--- config.mk ---
export PLATFORM = sky130hd
export DESIGN_NAME = preg_alloc_ctrl_flat
export DESIGN_NICKNAME = d
export VERILOG_FILES = /design/src/rtl/preg_alloc_ctrl_if.sv /design/src/rtl/preg_alloc_ctrl.sv /design/src/flat_wrapper.sv
export SDC_FILE = /design/constraint.sdc
export NUM_CORES = 1
export LEC_CHECK = 0
export ABC_AREA = 1
export CORE_AREA = 2 2 55 57
export DETAILED_ROUTE_END_ITERATION = 8
export DIE_AREA = 0 0 57 59
export GPL_TIMING_DRIVEN = 0
export PLACE_DENSITY_LB_ADDON = 0.3
export SYNTH_ARGS = -nofsm -noshare
export SYNTH_HDL_FRONTEND = slang
export SYNTH_SLANG_ARGS = --single-unit
--- constraint.sdc ---
create_clock -name clk -period 2.39 [get_ports clk]
set_input_delay 0.717 -clock clk [delete_from_list [all_inputs] [get_ports clk]]
set_output_delay 0.717 -clock clk [all_outputs]
set_load 0.02 [all_outputs]
--- src/rtl/preg_alloc_ctrl_if.sv ---
// Signal bundle between the physical-register allocation controller and its
// rename, commit, ROB-walk and free-list neighbours.
interface preg_alloc_ctrl_if #(
  parameter int DATA_WIDTH  = 6,
  parameter int QUEUE_DEPTH = 32
);
  localparam int CW = $clog2(QUEUE_DEPTH) + 1;

  logic                  alloc_req_in;
  logic                  alloc_ready_out;
  logic                  alloc_valid_out;
  logic [DATA_WIDTH-1:0] alloc_preg_out;
  logic                  commit_free_valid_in;
  logic [DATA_WIDTH-1:0] commit_free_preg_in;
  logic                  commit_free_ready_out;
  logic                  flush_in;
  logic                  squash_valid_in;
  logic [DATA_WIDTH-1:0] squash_preg_in;
  logic                  squash_done_in;
  logic                  fl_dequeue_out;
  logic [DATA_WIDTH-1:0] fl_rdata_in;
  logic                  fl_enqueue_out;
  logic [DATA_WIDTH-1:0] fl_wdata_out;
  logic [CW-1:0]         free_count_out;
  logic                  walking_out;
  logic                  overflow_err_out;

  modport master (
    input  alloc_req_in, commit_free_valid_in, commit_free_preg_in,
           flush_in, squash_valid_in, squash_preg_in, squash_done_in, fl_rdata_in,
    output alloc_ready_out, alloc_valid_out, alloc_preg_out, commit_free_ready_out,
           fl_dequeue_out, fl_enqueue_out, fl_wdata_out, free_count_out,
           walking_out, overflow_err_out
  );

  modport slave (
    output alloc_req_in, commit_free_valid_in, commit_free_preg_in,
           flush_in, squash_valid_in, squash_preg_in, squash_done_in, fl_rdata_in,
    input  alloc_ready_out, alloc_valid_out, alloc_preg_out, commit_free_ready_out,
           fl_dequeue_out, fl_enqueue_out, fl_wdata_out, free_count_out,
           walking_out, overflow_err_out
  );
endinterface

--- src/rtl/preg_alloc_ctrl.sv ---
// Physical-register free-list sequencer: one rename grant and one free per cycle,
// squash returns during a flush walk, and an authoritative free count.
module preg_alloc_ctrl #(
  parameter int DATA_WIDTH  = 6,
  parameter int QUEUE_DEPTH = 32
) (
  input logic              clk,
  input logic              rst,
  preg_alloc_ctrl_if.master bus
);
  localparam int CW = $clog2(QUEUE_DEPTH) + 1;
  localparam logic [CW-1:0] FULL_COUNT = CW'(QUEUE_DEPTH);

  typedef enum logic [0:0] {
    RUN  = 1'b0,
    WALK = 1'b1
  } state_t;

  state_t                state;
  state_t                state_next;
  logic [CW-1:0]         free_count;
  logic [CW-1:0]         count_next;
  logic                  overflow_err;
  logic                  grant;
  logic                  squash_take;
  logic                  commit_ready;
  logic                  commit_take;
  logic                  enq_src;
  logic                  enq_want;
  logic                  enq_fire;
  logic                  overflow_hit;
  logic [DATA_WIDTH-1:0] enq_data;

  // walk state register
  always_ff @(posedge clk) begin
    if (rst) begin
      state <= RUN;
    end else begin
      state <= state_next;
    end
  end

  // flush enters the walk; squash_done leaves it unless a nested flush arrives
  always_comb begin
    state_next = state;
    case (state)
      RUN: begin
        if (bus.flush_in) state_next = WALK;
        else              state_next = RUN;
      end
      WALK: begin
        if (bus.flush_in)            state_next = WALK;
        else if (bus.squash_done_in) state_next = RUN;
        else                         state_next = WALK;
      end
      default: state_next = RUN;
    endcase
  end

  // grant, enqueue arbitration and count update
  always_comb begin
    grant        = 1'b0;
    squash_take  = 1'b0;
    commit_ready = 1'b0;
    commit_take  = 1'b0;
    enq_src      = 1'b0;
    enq_want     = 1'b0;
    enq_fire     = 1'b0;
    overflow_hit = 1'b0;
    enq_data     = '0;
    count_next   = free_count;
    if (!rst) begin
      grant = bus.alloc_req_in && (state == RUN) && !bus.flush_in && (free_count != '0);
      // a squash in the flush cycle itself is already part of the walk
      squash_take  = bus.squash_valid_in && ((state == WALK) || bus.flush_in);
      commit_ready = !squash_take;
      commit_take  = bus.commit_free_valid_in && commit_ready;
      enq_src      = squash_take || commit_take;
      if (squash_take) enq_data = bus.squash_preg_in;
      else             enq_data = bus.commit_free_preg_in;
      // preg 0 is hard-wired to x0 and never re-enters the list
      enq_want     = enq_src && (enq_data != '0);
      overflow_hit = enq_want && (free_count == FULL_COUNT) && !grant;
      enq_fire     = enq_want && !overflow_hit;
      count_next   = free_count + CW'(enq_fire) - CW'(grant);
    end else begin
      count_next = FULL_COUNT;
    end
  end

  // free count and sticky overflow flag
  always_ff @(posedge clk) begin
    if (rst) begin
      free_count   <= FULL_COUNT;
      overflow_err <= 1'b0;
    end else begin
      free_count   <= count_next;
      overflow_err <= overflow_err || overflow_hit;
    end
  end

  assign bus.alloc_ready_out       = !rst && (state == RUN) && !bus.flush_in && (free_count != '0);
  assign bus.alloc_valid_out       = grant;
  assign bus.fl_dequeue_out        = grant;
  assign bus.alloc_preg_out        = grant ? bus.fl_rdata_in : '0;
  assign bus.commit_free_ready_out = commit_ready;
  assign bus.fl_enqueue_out        = enq_fire;
  assign bus.fl_wdata_out          = enq_fire ? enq_data : '0;
  assign bus.free_count_out        = free_count;
  assign bus.walking_out           = (state == WALK);
  assign bus.overflow_err_out      = overflow_err;
endmodule

--- src/flat_wrapper.sv ---
// flat-port wrapper written by rule: the top's interface ports become plain ports
module preg_alloc_ctrl_flat 
#(
  parameter int DATA_WIDTH  = 6,
  parameter int QUEUE_DEPTH = 32
)
  (clk, rst, bus_alloc_req_in, bus_commit_free_valid_in, bus_commit_free_preg_in, bus_flush_in, bus_squash_valid_in, bus_squash_preg_in, bus_squash_done_in, bus_fl_rdata_in, bus_alloc_ready_out, bus_alloc_valid_out, bus_alloc_preg_out, bus_commit_free_ready_out, bus_fl_dequeue_out, bus_fl_enqueue_out, bus_fl_wdata_out, bus_free_count_out, bus_walking_out, bus_overflow_err_out);
  preg_alloc_ctrl_if #(.DATA_WIDTH(DATA_WIDTH), .QUEUE_DEPTH(QUEUE_DEPTH)) bus_i ();
  input logic clk;
  input logic rst;
  input wire logic [$bits(bus_i.alloc_req_in)-1:0] bus_alloc_req_in;
  input wire logic [$bits(bus_i.commit_free_valid_in)-1:0] bus_commit_free_valid_in;
  input wire logic [$bits(bus_i.commit_free_preg_in)-1:0] bus_commit_free_preg_in;
  input wire logic [$bits(bus_i.flush_in)-1:0] bus_flush_in;
  input wire logic [$bits(bus_i.squash_valid_in)-1:0] bus_squash_valid_in;
  input wire logic [$bits(bus_i.squash_preg_in)-1:0] bus_squash_preg_in;
  input wire logic [$bits(bus_i.squash_done_in)-1:0] bus_squash_done_in;
  input wire logic [$bits(bus_i.fl_rdata_in)-1:0] bus_fl_rdata_in;
  output wire logic [$bits(bus_i.alloc_ready_out)-1:0] bus_alloc_ready_out;
  output wire logic [$bits(bus_i.alloc_valid_out)-1:0] bus_alloc_valid_out;
  output wire logic [$bits(bus_i.alloc_preg_out)-1:0] bus_alloc_preg_out;
  output wire logic [$bits(bus_i.commit_free_ready_out)-1:0] bus_commit_free_ready_out;
  output wire logic [$bits(bus_i.fl_dequeue_out)-1:0] bus_fl_dequeue_out;
  output wire logic [$bits(bus_i.fl_enqueue_out)-1:0] bus_fl_enqueue_out;
  output wire logic [$bits(bus_i.fl_wdata_out)-1:0] bus_fl_wdata_out;
  output wire logic [$bits(bus_i.free_count_out)-1:0] bus_free_count_out;
  output wire logic [$bits(bus_i.walking_out)-1:0] bus_walking_out;
  output wire logic [$bits(bus_i.overflow_err_out)-1:0] bus_overflow_err_out;
  assign bus_i.alloc_req_in = bus_alloc_req_in;
  assign bus_i.commit_free_valid_in = bus_commit_free_valid_in;
  assign bus_i.commit_free_preg_in = bus_commit_free_preg_in;
  assign bus_i.flush_in = bus_flush_in;
  assign bus_i.squash_valid_in = bus_squash_valid_in;
  assign bus_i.squash_preg_in = bus_squash_preg_in;
  assign bus_i.squash_done_in = bus_squash_done_in;
  assign bus_i.fl_rdata_in = bus_fl_rdata_in;
  assign bus_alloc_ready_out = bus_i.alloc_ready_out;
  assign bus_alloc_valid_out = bus_i.alloc_valid_out;
  assign bus_alloc_preg_out = bus_i.alloc_preg_out;
  assign bus_commit_free_ready_out = bus_i.commit_free_ready_out;
  assign bus_fl_dequeue_out = bus_i.fl_dequeue_out;
  assign bus_fl_enqueue_out = bus_i.fl_enqueue_out;
  assign bus_fl_wdata_out = bus_i.fl_wdata_out;
  assign bus_free_count_out = bus_i.free_count_out;
  assign bus_walking_out = bus_i.walking_out;
  assign bus_overflow_err_out = bus_i.overflow_err_out;
  preg_alloc_ctrl #(.DATA_WIDTH(DATA_WIDTH), .QUEUE_DEPTH(QUEUE_DEPTH)) u_core (.clk(clk), .rst(rst), .bus(bus_i));
endmodule
==> flow_summary_export.csv, run 1 <==
group,metric,value,unit
outcome,status,"finished, violations left",
outcome,violations,"negative setup slack",
clocking,clkSinkCount,8,
worst_setup_path,arrival,1.85,ns
logic_synthesis,yosysSeqAreaShare,0.201,
global_route,overflow,0,
power_and_ir_drop,leakagePower,0.800,nW
global_route,grt_max_degree,9,
logic_synthesis,synthCells,130,
die,die_w,57,um
detailed_routing,vias,952,
run,cap_violations,0,
sta,worst_slew_pin_slew,0.257,ns
detailed_routing,drt-pass1-iter-count,4,
clocking,cts_inserted_buffers,3,
logic_synthesis,synthTopCellsByArea,"dfxtp_1 (20%), inv_1 (17%), ha_1 (14%)",
sta,tns,-1.39,ns
power_and_ir_drop,p_total,0.00127,W
global_route,grt_antenna_before_repair,0,
sta,slew_headroom,0.828,
worst_setup_path,slowest_delay,0.17,ns
die,die-area,0.00336,mm^2
worst_setup_path,path_delay_family,"simple AND/OR/NAND/NOR gates",
finish,fillers,270,
clocking,clk_latency,0.26,ns
clocking,cts-root-buf,"clkbuf_4",
worst_setup_path,startpoint_type,"primary input",
worst_setup_path,path_cells,"buf_8 > nor2_4 > buf_4 > buf_4 > nand3_4 > nand3_2 > nand4_4 > nor2_2 > buf_6",
placement,portBuffers,48,
clocking,ctsLongestPathBuffers,2,
finish,final_cell_mix,"inv_1 (34), buf_4 (25), nand2_1 (24)",
logic_synthesis,synth_area_leader_cell,"dfxtp_1",
global_route,track_usage,0.152,
worst_setup_path,cp_num_buf_inv,4,
die,io_pins,50,
die,start_util,0.295,
sta,setup_ws,-0.173,ns
sta,finalClockSkew,0.00313,ns
finish,final_util,0.535,
global_route,grt_pass1_wl,4120,um
detailed_routing,wl,2470,um
min_path,hp-class,"reg2reg",
logic_synthesis,synth-seq-cells,8,
power_and_ir_drop,power.density,876,mW/mm^2
worst_setup_path,path_class,"in2out",
worst_setup_path,cp_slowest_cell,"nor2_2",
worst_setup_path,endpoint_kind,"output pin",
sta,finalMaxSlewViolations,0,
worst_setup_path,cp_common_cell,"buf_4",
detailed_routing,drc,0,
power_and_ir_drop,ir_drop,0.000714,V
logic_synthesis,synthesis.nets,165,
sta,finalSetupViolations,14,
logic_synthesis,netlist.area_leader.share,0.201,
finish,final_common_cell,"inv_1",
global_route,grt_pass1_vias,992,
detailed_routing,drt-wirelength-per-cell,11.1,um
die,coreArea,0.00271,mm^2
logic_synthesis,synth_warnings,0,
sta,period_minus_slack,2.56,ns
finish,num_antenna_cells,0,
finish,final_cells,223,
finish,area_growth,81.5,%
placement,place.gp.congestion,0.781,
placement,dp_hpwl,1830,um
finish,drive_gt1_frac,0.307,
logic_synthesis,synthDistinctLibCells,17,
clocking,cts.clk_slew.worst_paths,0.06,ns
sta,fmax,390,MHz
die,fp.dieH,59,um
sta,hold_violations,0,
sta,hold-worst-slack,0.453,ns
detailed_routing,drtIter0Drc,41,
clocking,cts_tree,"yes",
sta,fin_crit_sh,1.07,
sta,rsz0062_at_grt,"true",
placement,dp.cells,209,
logic_synthesis,postSynthAreaPerCell,6.14,um^2
worst_setup_path,required,1.67,ns
die,rows,19,
finish,fin_nets,229,
worst_setup_path,crit_fanout,7,
detailed_routing,ant_nets,0,
logic_synthesis,netlist_area,798,um^2
clocking,cts-htree-levels,1,
detailed_routing,viasPerCell,4.27,
[worst reg2reg max path, delay by kind of cell, from the launching register on]
kind,cells,cell delay [ns]
flops,1,0.32
compound gates,3,0.29
fa+ha+maj,3,0.67
simple gates,8,0.70
buf+inv,4,0.34
[power breakdown]
group	leakage (nW)	internal, W	total, W	switching (W)
clock	0.0138	0.0000577	0.000107	0.0000492
combinational	0.719	0.000418	0.000928	0.000509
sequential	0.0670	0.000193	0.000235	0.0000422
[metal layers]
| layer | share of wire | GRT usage | vias to the layer above | wire [um] |
|---|---|---|---|---|
| met2 | 0.51 | 0.287 | 30 | 1260 |
| met3 | 0.062 | 0.0328 | 0 | 152 |
| met4 | 0 | 0.0199 | 0 | 0 |
| met1 | 0.43 | 0.180 | 415 | 1060 |
| li1 | - | - | 507 | - |
| met5 | 0 | 0 | - | 0 |
[registers in the layout, indices dropped and copies added (netlist names)]
register	count
u_core.bus.free_count_out	6
u_core.bus.overflow_err_out	1
u_core.bus.walking_out	1
[stage by stage]
| stage | setup slack (ns) | cell area [um^2] |
|---|---|---|
| floorplan | -0.0432 | 806 |
| global placement | -1.02 | 1330 |
| detailed placement | -1.07 | 1330 |
| CTS | -0.163 | 1410 |
| global route | -0.261 | 1450 |
| finish | -0.173 | 1450 |
[synthesized netlist by cell type (all sizes together)]
cell type and number:
ha 9, or2 1, o21ai 5, buf 2, nand4 1, nand3 8, nor2 26, a211oi 1
nand2 27, fa 1, a21oi 5, inv 36, dfxtp 8
[logic make-up (layout without fill, tap and decap cells)]
logic type / after synthesis / after routing / share of synthesized area
DFF: 8 / 8 / 0.201
and+or+nand+nor: 63 / 63 / 0.368
buffers and inverters: 38 / 100 / 0.188
AOI/OAI and AO/OA: 11 / 11 / 0.0768
adders and majority gates: 10 / 10 / 0.166
[cell type report]
cell class              instances  area (um^2)  area share
plain buffers                   2         15.0      0.0104
clock buffers                   3         22.5      0.0155
inverters                      36          135      0.0933
multi-input cells              84          557       0.384
flip-flops and latches          8          163       0.112
well taps                      31         38.8      0.0268
repair buffers                 59          518       0.358
[path summary, 6_finish.rpt]
path                                        to                         start  cells past startpoint  slack, ns
setup reg to reg  u_core.bus.free_count_out[4]  u_core.bus.free_count_out[3]                     18      -0.04
hold reg to reg    u_core.bus.overflow_err_out   u_core.bus.overflow_err_out                      2       0.45
hold / removal     u_core.bus.overflow_err_out   u_core.bus.overflow_err_out                      2       0.45
setup / recovery           bus_fl_wdata_out[3]                  bus_flush_in                      9      -0.17
[what timing repair did]
| action | 4_1_cts | 5_1_grt |
|---|---|---|
| resized for setup | 112 | 11 |
| pin swaps | 23 | 7 |
| hold buffers | 0 | 0 |
| setup buffers | 9 | 2 |
| endpoints found under the setup margin | 22 | 20 |
(Power assumes the default switching activity.)
==> run 2: changes to the inputs <==
- CORE_AREA: 2 2 55 57 -> 3 3 48 68
- DIE_AREA: 0 0 57 59 -> 0 0 51 71
==> run 2 against run 1 <==
  * The run still ends with negative setup slack left
  * Routed wire length increased by 20%
  * Flip-flop and latch count stayed put
  * Utilization rose by 7.0 points
  * Critical path type unchanged
==> flow_summary_export.csv, run 2 (synthesized netlist as in run 1, its figures left out) <==
group,metric,value,unit
die,coreArea,0.00279,mm^2
detailed_routing,ant_nets,0,
sta,setup_ws,-0.178,ns
clocking,cts_inserted_buffers,3,
worst_setup_path,ff2ff_path_depth,17,
clocking,clk_latency,0.24,ns
global_route,overflow,0,
worst_setup_path,path_class,"in2out",
worst_setup_path,endpoint_kind,"output pin",
finish,regArea,163,um^2
detailed_routing,drc,0,
worst_setup_path,r2r-start,"u_core.bus.free_count_out[2]",
sta,slew_headroom,0.835,
worst_setup_path,reg2reg_slack,-0.01,ns
finish,area_growth,111,%
global_route,grt_pass1_wl,4420,um
detailed_routing,drt-pass1-iter-count,4,
clocking,holdBufCountCts,0,
min_path,holdPathStages,2,
clocking,cts_tree,"yes",
sta,finalMaxSlewViolations,0,
power_and_ir_drop,power.density,892,mW/mm^2
power_and_ir_drop,pwr-share-clk,0.117,
global_route,track_usage,0.156,
worst_setup_path,startpoint_type,"primary input",
worst_setup_path,required,1.67,ns
die,die-area,0.00362,mm^2
outcome,status,"finished, violations left",
power_and_ir_drop,p_total,0.00150,W
placement,dp_hpwl,1960,um
global_route,grt_max_degree,9,
power_and_ir_drop,p_int,0.000817,W
clocking,cts-root-buf,"clkbuf_8",
min_path,min_to,"u_core.bus.overflow_err_out",
detailed_routing,vias,1060,
placement,place.gp.congestion,0.730,
detailed_routing,viasPerCell,4.44,
die,rows,23,
power_and_ir_drop,p_sw,0.000688,W
global_route,grt_antenna_before_repair,0,
worst_setup_path,r2r_end,"u_core.bus.free_count_out[4]",
clocking,ctsLongestPathBuffers,2,
die,start_util,0.286,
worst_setup_path,arrival,1.85,ns
outcome,violations,"negative setup slack",
finish,fin_nets,239,
sta,worst_slew_pin_slew,0.247,ns
finish,final_util,0.604,
sta,fin_crit_sh,1.07,
finish,final_common_cell,"buf_4",
die,io_pins,50,
finish,num_antenna_cells,0,
power_and_ir_drop,ir_drop,0.000668,V
detailed_routing,drt-wirelength-per-cell,12.4,um
die,die_w,51,um
clocking,clkSinkCount,8,
sta,period_minus_slack,2.57,ns
finish,drive_gt1_frac,0.460,
sta,hold_violations,0,
sta,finalSetupViolations,15,
die,fp.dieH,71,um
power_and_ir_drop,swShare,0.457,
placement,portBuffers,48,
sta,finalClockSkew,0.00218,ns
power_and_ir_drop,leakagePower,0.859,nW
global_route,use_met1,0.146,
sta,hold-worst-slack,0.446,ns
worst_setup_path,crit_fanout,7,
global_route,use_met3,0.0358,
clocking,cts.clk_slew.worst_paths,0.05,ns
clocking,cts-htree-levels,1,
power_and_ir_drop,p_seq_frac,0.155,
finish,largest_reg_flops,6,
sta,rsz0062_at_grt,"true",
min_path,hp-class,"reg2reg",
run,cap_violations,0,
global_route,grt_pass1_vias,1060,
global_route,met2_usage,0.317,
power_and_ir_drop,comb_power_share,0.729,
detailed_routing,drtIter0Drc,22,
finish,multi_input_area,664,um^2
finish,final_cell_mix,"buf_4 (30), inv_1 (28), clkdlybuf4s50_1 (16)",
sta,fmax,389,MHz
finish,fillers,251,
min_path,hp-start,"u_core.bus.overflow_err_out",
detailed_routing,wl,2960,um
global_route,top_usage_layer,"met2",
[run 2: worst max-delay path: stages]
cell,delay [ns]
buf_8,0.11
o21ai_4,0.20
nand2_1,0.11
nand2_2,0.12
nor2_4,0.06
nand3_4,0.08
nand4_4,0.16
nor2_1,0.15
buf_4,0.15
[run 2: per-layer routing]
metal,part of all wire,up-vias
met3,0.076,10
met5,0,-
met1,0.34,471
met4,0.021,0
met2,0.56,50
li1,-,529
[run 2: how the worst max path moves through the flow]
stage,from,end,cells past startpoint
6_report,bus_flush_in,bus_fl_wdata_out[5],9
5_1_grt,bus_flush_in,bus_fl_wdata_out[0],9
4_1_cts,bus_flush_in,bus_fl_wdata_out[0],10
3_5_place_dp,bus_squash_valid_in,bus_fl_wdata_out[0],10
3_3_place_gp,bus_squash_valid_in,bus_fl_wdata_out[1],10
2_1_floorplan,u_core.bus.free_count_out[2],bus_alloc_preg_out[0],9
[run 2: timing repair]
item,CTS,global route
pin swaps,29,19
setup endpoints to repair,22,17
resized for setup,129,35
endpoints found under the hold margin,0,0
buffers inserted,18,3
[run 2: area by class of cell]
cell class,count,share of cell area
plain buffers,2,0.0111
clock buffers,3,0.0245
inverters,36,0.0816
multi-input cells,84,0.394
flip-flops and latches,8,0.0964
well taps,37,0.0274
repair buffers,69,0.365
[run 2: power by group through the flow]
stage	Sequential, W	Combinational (W)	Clock, W
after detailed placement	0.000230	0.000816	0
final	0.000233	0.00110	0.000176
after floorplan	0.000289	0.000468	0
after global routing	0.000238	0.00123	0.000180
after global placement	0.000231	0.000791	0
after CTS	0.000232	0.00100	0.000178
[run 2: per-stage QoR]
stage,std cells,TNS (ns),area (um^2),worst slack [ns]
final,239,-1.67,1690,-0.178
after CTS,236,-1.28,1540,-0.138
after detailed placement,215,-17.57,1330,-1.06
after floorplan,130,-0.259,806,-0.0432
after global placement,215,-16.93,1330,-1.03
after global routing,239,-3.20,1690,-0.272
==> run 3: changes to the inputs <==
- CORE_AREA: 3 3 48 68 -> 3 3 46 65
- DIE_AREA: 0 0 51 71 -> 0 0 49 68
==> run 3 against run 2 <==
  * First-iteration DRC count is 59% lower
  * The run still ends with negative setup slack left
  * Critical path depth is 1 higher
  * Largest cell class unchanged
  * Combinational power is 11% lower
  * Via count is 5.5% lower
  * Routed wire length is 9.4% lower
  * Die area is 8.0% lower
  * Flip-flop and latch count stayed put
  * Clock skew hardly changed
  * Sequential share of layout area is 1.1 points higher
  * Worst hold slack better by 0.0058 ns
  * Design area is 9.9% lower
  * Cell count is 3.8% lower
==> flow_summary_export.csv, run 3 (synthesized netlist as in run 1, its figures left out) <==
group,metric,value,unit
outcome,status,"finished, violations left",
outcome,violations,"negative setup slack",
power_and_ir_drop,p_total,0.00132,W
clocking,cts_tree,"yes",
detailed_routing,ant_nets,0,
placement,place.gp.congestion,0.765,
die,die_w,49,um
worst_setup_path,arrival,1.80,ns
global_route,overflow,0,
power_and_ir_drop,pwr-share-clk,0.085,
clocking,clkSinkCount,8,
worst_setup_path,startpoint_type,"primary input",
sta,rsz0062_at_grt,"true",
finish,area_growth,90.3,%
power_and_ir_drop,p_sw,0.000629,W
die,io_pins,50,
clocking,clk_latency,0.26,ns
sta,fmax,397,MHz
sta,fin_crit_sh,1.05,
detailed_routing,drt-wirelength-per-cell,11.7,um
finish,final_util,0.622,
sta,finalSetupViolations,15,
die,start_util,0.327,
worst_setup_path,cp_num_buf_inv,3,
min_path,hp-class,"reg2reg",
worst_setup_path,cp_slowest_cell,"nor2_4",
placement,post_dp_cell_area,0.00133,mm^2
die,fp.dieH,68,um
worst_setup_path,required,1.67,ns
power_and_ir_drop,p_int,0.000695,W
power_and_ir_drop,leakagePower,0.814,nW
sta,setup_ws,-0.128,ns
finish,finalInstanceArea,0.00152,mm^2
worst_setup_path,crit_fanout,7,
sta,worst_slew_pin_slew,0.250,ns
global_route,grt_pass1_wl,4420,um
global_route,grt_antenna_before_repair,0,
detailed_routing,drc,0,
global_route,grt_max_degree,9,
worst_setup_path,slowest_delay,0.17,ns
finish,num_antenna_cells,0,
detailed_routing,drt-pass1-iter-count,3,
detailed_routing,drtIter0Drc,9,
worst_setup_path,endpoint_kind,"output pin",
worst_setup_path,path_class,"in2out",
finish,drive_gt1_frac,0.403,
sta,slew_headroom,0.833,
clocking,cts.clk_slew.worst_paths,0.06,ns
detailed_routing,vias,1002,
detailed_routing,viasPerCell,4.36,
die,rows,21,
power_and_ir_drop,p_seq_frac,0.174,
power_and_ir_drop,comb_power_share,0.741,
finish,final_cell_mix,"inv_1 (32), buf_4 (29), nand2_1 (18)",
finish,fin_nets,233,
global_route,track_usage,0.168,
finish,final_common_cell,"inv_1",
sta,finalClockSkew,0.00229,ns
clocking,cts_inserted_buffers,3,
clocking,holdBufCountCts,0,
power_and_ir_drop,swShare,0.475,
clocking,cts-root-buf,"clkbuf_4",
sta,period_minus_slack,2.52,ns
clocking,cts-htree-levels,1,
worst_setup_path,path_delay_family,"simple AND/OR/NAND/NOR gates",
placement,place_ws,-1.09,ns
worst_setup_path,path_cells,"buf_4 > inv_2 > nor2_4 > nand2_1 > nand2_2 > nor2_4 > nand3_2 > nand4_4 > nor2_2 > buf_4",
sta,finalMaxSlewViolations,0,
finish,largest_reg_flops,6,
power_and_ir_drop,power.density,871,mW/mm^2
die,coreArea,0.00244,mm^2
die,die-area,0.00333,mm^2
run,cap_violations,0,
placement,portBuffers,48,
global_route,grt_pass1_vias,1038,
power_and_ir_drop,ir_drop,0.000646,V
placement,dp_hpwl,2020,um
clocking,ctsLongestPathBuffers,2,
finish,fillers,234,
detailed_routing,wl,2680,um
sta,hold_violations,0,
## run 3: changes by cell type in the layout (fill, tap and decap cells not counted), moves of 2 or more
cell | previous run | this run
nand2_1 | 15 | 18
inv_2 | 7 | 3
ha_4 | 2 | 0
clkbuf_8 | 3 | 0
inv_1 | 28 | 32
nor2_2 | 6 | 9
clkbuf_2 | 0 | 3
nand3_1 | 3 | 5
clkbuf_4 | 0 | 3
nor2_4 | 9 | 5
nand2_2 | 12 | 9
buf_6 | 9 | 3
## run 3: per-layer routing
layer	track usage	vias to the layer above	part of all wire
li1	-	515	-
met1	0.153	451	0.34
met2	0.355	33	0.59
met3	0.0458	3	0.060
met4	0.0534	0	0.0071
met5	0	-	0
## run 3: cell type report
cell class,count,area (um^2),share of cell area
timing repair buffer,63,541,0.356
sequential,8,163,0.107
tap,34,42.5,0.0280
multi-input combinational,84,598,0.394
clock buffer,3,22.5,0.0148
inverter,36,138,0.0906
buffer,2,15.0,0.00988
## run 3: worst register-to-register path, stage by stage (launching register included)
cell     delay [ns]
dfxtp_2        0.32
inv_2          0.06
ha_2           0.16
nand2_1        0.06
nor2_2         0.14
nand2_2        0.09
nand3_4        0.08
inv_1          0.05
ha_1           0.27
inv_1          0.04
ha_2           0.19
fa_2           0.34
nand2_1        0.06
inv_1          0.05
o21ai_2        0.11
nand2_1        0.08
o21ai_1        0.12
a21oi_1        0.05
## run 3: timing repair
item | 4_1_cts | 5_1_grt
setup endpoints to repair | 22 | 20
gates resized for setup | 106 | 37
pin swaps | 23 | 13
buffers inserted | 11 | 4
## run 3: final timing paths
check,start,to,slack [ns],cells after the start
max,bus_squash_valid_in,bus_fl_wdata_out[0],-0.13,10
min,u_core.bus.overflow_err_out,u_core.bus.overflow_err_out,0.45,2
max reg2reg,u_core.bus.free_count_out[3],u_core.bus.free_count_out[4],0.01,17
min reg2reg,u_core.bus.overflow_err_out,u_core.bus.overflow_err_out,0.45,2
## run 3: power groups by stage
stage                     registers, W  clock network (W)  logic (W)
after floorplan               0.000289                  0   0.000468
final                         0.000230           0.000113   0.000981
after global routing          0.000236           0.000120    0.00110
after global placement        0.000231                  0   0.000789
after detailed placement      0.000231                  0   0.000821
after CTS                     0.000228           0.000115   0.000884
## run 3: stage by stage
stage	std cells	hold WS [ns]	TNS, ns
6_report	230	0.452	-1.07
3_3_place_gp	212	0.444	-16.78
5_1_grt	230	0.497	-2.27
4_1_cts	226	0.456	-1.16
2_1_floorplan	130	0.525	-0.259
3_5_place_dp	212	0.447	-17.71
